--- config.mk ---
export PLATFORM = sky130hd
export DESIGN_NAME = seven_seg_reader
export DESIGN_NICKNAME = d
export VERILOG_FILES = /design/src/rtl/seven_seg_reader.sv
export SDC_FILE = /design/constraint.sdc
export NUM_CORES = 1
export LEC_CHECK = 0
export CAP_MARGIN = 5
export CORE_MARGIN = 5
export CORE_UTILIZATION = 59
export DETAILED_ROUTE_END_ITERATION = 8
export GPL_ROUTABILITY_DRIVEN = 1
export HOLD_SLACK_MARGIN = 0.05
export PLACE_DENSITY_LB_ADDON = 0.3
export SYNTH_ARGS = -nofsm -noshare
export SYNTH_HDL_FRONTEND = slang
export SYNTH_SLANG_ARGS = --single-unit
--- constraint.sdc ---
create_clock -name clock_in -period 3.1 [get_ports clock_in]
set_input_delay 0.465 -clock clock_in [delete_from_list [all_inputs] [get_ports clock_in]]
set_output_delay 0.465 -clock clock_in [all_outputs]
set_load 0.02 [all_outputs]
--- src/rtl/seven_seg_reader.sv ---
// ============================================================================
// Module   : seven_seg_reader
// Brief    : Samples active-low seven-segment lines, filters them and decodes
//            the stable pattern to a 4-bit digit on a valid/ready interface.
//            Optional macro SEVEN_SEG_READER_HEX_EN accepts A..F as digits.
// Revision : 1.0 - initial release
// ============================================================================
`timescale 1ns/1ps
`default_nettype none

module seven_seg_reader #(
    parameter int STABLE_CYCLES = 4,
    parameter int CNT_W         = 3
) (
    input  logic       clock_in,
    input  logic       rst,
    input  logic       la,
    input  logic       lb,
    input  logic       lc,
    input  logic       ld,
    input  logic       le,
    input  logic       lf,
    input  logic       lg,
    input  logic       out_ready,
    output logic [3:0] digit,
    output logic       out_valid,
    output logic       blank,
    output logic       pattern_err,
    output logic       overrun
);

    localparam logic [6:0]       C_BLANK   = 7'b1111111;
    localparam logic [CNT_W-1:0] C_CNT_MAX = CNT_W'(STABLE_CYCLES - 1);

    typedef enum logic [0:0] {
        ST_SETTLE = 1'b0,
        ST_ACCEPT = 1'b1
    } state_t;

    state_t           state_q;
    logic [6:0]       sync1_q;
    logic [6:0]       s_q;
    logic [6:0]       s_prev_q;
    logic [6:0]       acc_pat_q;
    logic [CNT_W-1:0] cnt_q;
    logic [CNT_W-1:0] cnt_d;
    logic [3:0]       digit_q;
    logic             out_valid_q;
    logic             blank_q;
    logic             pattern_err_q;
    logic             overrun_q;

    logic [6:0]       seg;
    logic             dec_legal;
    logic [3:0]       dec_val;
    logic             accept;

    assign seg = {la, lb, lc, ld, le, lf, lg};

    always_comb begin
        dec_legal = 1'b1;
        dec_val   = 4'd0;
        case (s_q)
            7'b0000001: dec_val = 4'd0;
            7'b1001111: dec_val = 4'd1;
            7'b0010010: dec_val = 4'd2;
            7'b0000110: dec_val = 4'd3;
            7'b1001100: dec_val = 4'd4;
            7'b0100100: dec_val = 4'd5;
            7'b0100000: dec_val = 4'd6;
            7'b0001111: dec_val = 4'd7;
            7'b0000000: dec_val = 4'd8;
            7'b0000100: dec_val = 4'd9;
`ifdef SEVEN_SEG_READER_HEX_EN
            7'b0001000: dec_val = 4'hA;
            7'b1100000: dec_val = 4'hB;
            7'b0110001: dec_val = 4'hC;
            7'b1000010: dec_val = 4'hD;
            7'b0110000: dec_val = 4'hE;
            7'b0111000: dec_val = 4'hF;
`endif
            default:    dec_legal = 1'b0;
        endcase
    end

    always_comb begin
        if (s_q != s_prev_q) begin
            cnt_d = '0;
        end else if (cnt_q != C_CNT_MAX) begin
            cnt_d = cnt_q + 1'b1;
        end else begin
            cnt_d = cnt_q;
        end
    end

    // The s == s_prev term stops a counter still saturated from the previous
    // pattern from accepting a new pattern on its very first sample.
    assign accept = (s_q == s_prev_q) && (cnt_q == C_CNT_MAX) && (s_q != acc_pat_q);

    always_ff @(posedge clock_in or posedge rst) begin
        if (rst) begin
            state_q       <= ST_SETTLE;
            sync1_q       <= C_BLANK;
            s_q           <= C_BLANK;
            s_prev_q      <= C_BLANK;
            acc_pat_q     <= C_BLANK;
            cnt_q         <= '0;
            digit_q       <= 4'd0;
            out_valid_q   <= 1'b0;
            blank_q       <= 1'b1;
            pattern_err_q <= 1'b0;
            overrun_q     <= 1'b0;
        end else begin
            sync1_q       <= seg;
            s_q           <= sync1_q;
            s_prev_q      <= s_q;
            cnt_q         <= cnt_d;
            pattern_err_q <= 1'b0;
            overrun_q     <= 1'b0;
            if (out_valid_q && out_ready) begin
                out_valid_q <= 1'b0;
            end
            case (state_q)
                ST_SETTLE: begin
                    if (accept) begin
                        state_q   <= ST_ACCEPT;
                        acc_pat_q <= s_q;
                        if (dec_legal) begin
                            digit_q     <= dec_val;
                            out_valid_q <= 1'b1;
                            blank_q     <= 1'b0;
                            overrun_q   <= out_valid_q && !out_ready;
                        end else if (s_q == C_BLANK) begin
                            blank_q <= 1'b1;
                        end else begin
                            pattern_err_q <= 1'b1;
                        end
                    end
                end
                ST_ACCEPT: begin
                    state_q <= ST_SETTLE;
                end
            endcase
        end
    end

    assign digit       = digit_q;
    assign out_valid   = out_valid_q;
    assign blank       = blank_q;
    assign pattern_err = pattern_err_q;
    assign overrun     = overrun_q;

endmodule

`default_nettype wire

-- Word-level counts from Yosys, hierarchy flattened
Index checks and enable logic that the tools add are counted.
- flip-flop bits (word level): 40
- ROM bits: 0
- bits in latches: 0
- memories kept: 0
- bits in writable memories: 0
- output and inout bits: 8
- equality and inequality tests: 15
- mux-type cells: 19
- div/mod/pow operators: 0
- reductions and logical operators: 12
- bitwise operators: 1
- multipliers: 0
- magnitude comparators: 0
- $add $sub $neg: 1
- shift-type cells: 0
- operators with widths (operator ; number):
    4-bit case mux with 9 select lines ; 1
    7-bit == test (second input constant) ; 3
    1-bit two-way mux ; 15
    7-bit by 3-bit == test with 1-bit output (second input constant) ; 2
    7-bit by 6-bit == test with 1-bit output (second input constant) ; 2
    7-bit != test ; 2
    10-bit OR reduction ; 1
    7-bit by 1-bit == test with 1-bit output (second input constant) ; 1
    7-bit by 4-bit == test with 1-bit output (second input constant) ; 1
    7-bit by 5-bit == test with 1-bit output (second input constant) ; 1
    7-bit == test ; 1
    7-bit logical NOT ; 1
    3-bit two-way mux ; 2
    3-bit AND reduction ; 2
    1-bit logical AND ; 4
    2-bit nonzero test ; 2
    3-bit by 1-bit adder with 3-bit output (second input constant) ; 1
    3-bit by 2-bit == test with 1-bit output (second input constant) ; 1
    3-bit by 2-bit != test with 1-bit output (second input constant) ; 1
    1-bit case mux with 2 select lines ; 1
    2-bit AND reduction ; 1
    1-bit logical NOT ; 1
    1-bit NOT ; 1

-- Depth between registers and ports, before layout
- word-level depth: 6
- depth in mapped cells: 8

-- Least setup slack after synthesis
No wires, ideal clock.
- kind: reg2reg
- from: reg s_q[6]
- to: reg digit_q[1], in the netlist digit[1]
- period minus slack after synthesis: 2.100 ns
- arrival time: 1.975 ns
- stages on the path, launching flop included: 6
- path slack: 1.000 ns
- setup time: 0.125 ns
- cells stage by stage: dfstp_2 -> or3b_1 -> a211oi_1 -> a211oi_2 -> a211oi_4 -> mux2_4
- word-level cells in the longest chain between the ends: 4
- elaborated cells between the ends (all ways): 18
- those cells by class: 11 x eq/ne; 2 x mux; 5 x reduce/logical
- ends and longest elaborated chain (item ; line ; RTL):
    start: declaration ; 42 ; logic [6:0] s_q;
    start signal: assignment ; 115 ; s_q <= sync1_q;
    7-bit by 3-bit == test with 1-bit output, or another cell as far along ; 63 ; case (s_q)
    10-bit OR reduction (no line) or 1-bit logical AND (tied branches) ; - ;
    1-bit two-way mux or 1-bit logical AND (tied branches) ; 63, 98 ;
    3-bit AND reduction (no line) ; - ;
    end signal: assignment ; 129 ; digit_q <= dec_val;
    end: declaration ; 47 ; logic [3:0] digit_q;
Several ways; a longest one is shown, not always the timed one.
A chain may end at the register's enable or synchronous reset.

-- Worst setup path in the final report
- from: reg s_q[6]
- to: reg digit_q[3], in the netlist digit[3]
The elaborated chain is that of the path after synthesis.

==> impl_results.md <==
* P_int at 0.687 mW
* Worst-margin pin slew at 498 ps
* DR vias/cell at 5.77
* Vias in the first global route at 1079
* Routed Antenna Nets at 0
* Clk_lat worst skew at 340 ps
* Maximum vdd drop at 310 µV
* Total track usage at 15.8%
* Final slew viol count at 0
* HP Class: reg2reg
* Asr flop ratio synth at 100%
* Post-Syn Instances at 131
* DR pass1 iterations at 4
* Clk pwr share at 29.7%
* Final WL at 2750 µm
* Ports at 18
* CTS tree: built
* Startpoint Class: register
* Synth Register Bits at 40
* Synthesized area per cell at 13.5 µm²
* FMAX at 0.415 GHz
* Initial DRC count at 43
* Crit end category: register
* Fin Setup TNS at 0 ps
* Leakage dissipation at 0.858 nW
* Final setup vio count at 0
* Clock transition at the registers of the reported paths at 100 ps
* CTS Buffer Depth at 2
* Final estimated routing congestion in global placement at 0.782
* P per Cell Area at 443 nW/µm²
* Grt ovf at 0
* Final Hold Violating Endpoints at 0
* Switch share at 22.5%
* Final worst setup slack at 690 ps
* Clock period minus worst slack at 2410 ps
* TritonCTS Sinks at 40
* TritonCTS Buffers at 5
* # hold bufs at CTS at 0
* Die X at 64.8 µm
* Dpl ws at 716 ps
* Mapped Area at 1770 µm²
* Critical Path AT at 2640 ps
* Critical path fanouts, max at 15
* Die area at 4200 µm²
* Crit share post-route at 77.8%
* Final core occ at 70.7%
* Maxcap violations at 0
* DRC violations left at 0
* Resized Gates After CTS at 0
* Syn-to-layout area delta at 12.8%
* Comb power frac at 5.9%
* Die height at 64.8 µm
* Largest net degree at the start of global routing at 41
* Fill count at 182
* Post-synth EDFFs at 0
* Clk root buf: clkbuf_4
* NetSw at 0.199 mW
* First-pass GRT wire length at 5010 µm
* Top FF cell, synth: dfstp_2
* Critical Path RT at 3330 ps
* Area of the core at 2830 µm²
* ANT cells at 0
* Postcts setup bufs at 0
* RSZ-0062 raised after global routing: no
* I/O Buffers at 17
* Status: finished, final reports clean
* Seq/Total Area, Yosys at 58.5%
* Yosys cell types at 46
* Flop pwr share at 64.4%
* Ys Warns at 0
* Via count at 1038
* Slew headroom at 66.5%
* Drt wl/cell at 15.3 µm
* CP Class: reg2reg
* FP Rows at 19
* H-tree levels at 2
* Final net count at 160
* Synthesized net count at 143
* Initial antenna violation count at 0
* Share of cells above drive strength 1 at 30.9%
* Worst clock skew at 4.97 ps
* Final HPWL from detailed placement at 1990 µm
* Initial Util at 62.7%
[power by group through the flow]
stage / clock (mW) / sequential, mW / combinational (mW)
2_1_floorplan: 0 / 0.562 / 0.0501
3_3_place_gp: 0 / 0.577 / 0.0516
3_5_place_dp: 0 / 0.579 / 0.0531
4_1_cts: 0.276 / 0.571 / 0.0533
5_1_grt: 0.300 / 0.574 / 0.0587
6_report: 0.264 / 0.570 / 0.0521
[through the flow]
step                total power [mW]  area, µm²  hold slack [ps]  instances
global placement               0.629       1940              345        172
CTS                            0.900       2000              362        180
finish                         0.886       2000              360        180
global route                   0.933       2000              360        180
floorplan                      0.612       1770              345        131
detailed placement             0.632       1940              348        172
[critical path, stage by stage, from the launching register on]
cell and delay (ps):
dfstp_2 720, or3b_1 390, a211oi_1 370, a211oi_2 120, a211oi_4 380, mux2_4 330
[area by class of cell]
cell class              count  area [µm²]  share of cell area, %
clock buffers               8        58.8                   2.94
inverters                   6        25.0                   1.25
multi-input cells          77         662                   33.1
flip-flops and latches     40        1040                   51.9
well taps                  31        38.8                   1.94
repair buffers             18         178                   8.89
[layout by cell type (no fill, tap or decap), types with 5 or more instances in the layout]
master | synthesis | layout
clkbuf_4 | 0 | 5
clkdlybuf4s50_1 | 0 | 17
dfrtp_1 | 11 | 11
dfstp_2 | 29 | 29
inv_1 | 5 | 5
mux2_1 | 7 | 7
nor2_1 | 9 | 9
nor3_1 | 5 | 5
xnor2_1 | 5 | 5
xor2_1 | 11 | 11
[flip-flops by register name, summed over array words and instances (netlist names)]
register,flops
blank,1
sync1_q,7
state_q,1
acc_pat_q,7
out_valid,1
s_prev_q,7
cnt_q,3
pattern_err,1
s_q,7
digit,4
overrun,1
[final timing paths]
| check | cells past startpoint | from | slack [ps] | to |
|---|---|---|---|---|
| max | 5 | s_q[6] | 690 | digit[3] |
| min | 0 | sync1_q[1] | 360 | s_q[1] |
| max reg2reg | 5 | s_q[6] | 690 | digit[3] |
| min reg2reg | 0 | sync1_q[1] | 360 | s_q[1] |
| max in group asynchronous | 3 | rst | 2240 | acc_pat_q[5] |
| min in group asynchronous | 3 | rst | 520 | state_q |
[cell usage after synthesis, types with 2 or more instances]
library cell  instances  share of area (%)
nor2_1                9                1.9
mux2_4                2                1.7
nand4_1               2               0.71
buf_2                 6                1.7
dfstp_2              29                 43
inv_1                 5                1.1
nor3_1                5                1.4
nand3b_1              3                1.3
mux2_1                7                4.4
ha_1                  2                1.4
xor2_1               11                5.4
and3_1                2               0.71
dfrtp_1              11                 16
xnor2_1               5                2.5
[metal layers]
metal,global-route usage [%],vias to the layer above,routed length (µm)
met2,25.9,26,1390
li1,-,494,-
met4,8.44,0,59
met1,18.3,512,1160
met3,5.18,6,141
met5,0,-,0
[logic make-up after synthesis]
group,count (synthesis),synth area share (%)
AND/OR/NAND/NOR,35,13.3
AO/OA/AOI/OAI,14,7.97
adder cells (fa/ha/maj),2,1.41
flip-flops,40,58.5
buffers and inverters,14,4.16
XOR/XNOR,16,7.90
multiplexers,10,6.70
Note: power is estimated with default switching activity, not from simulation.
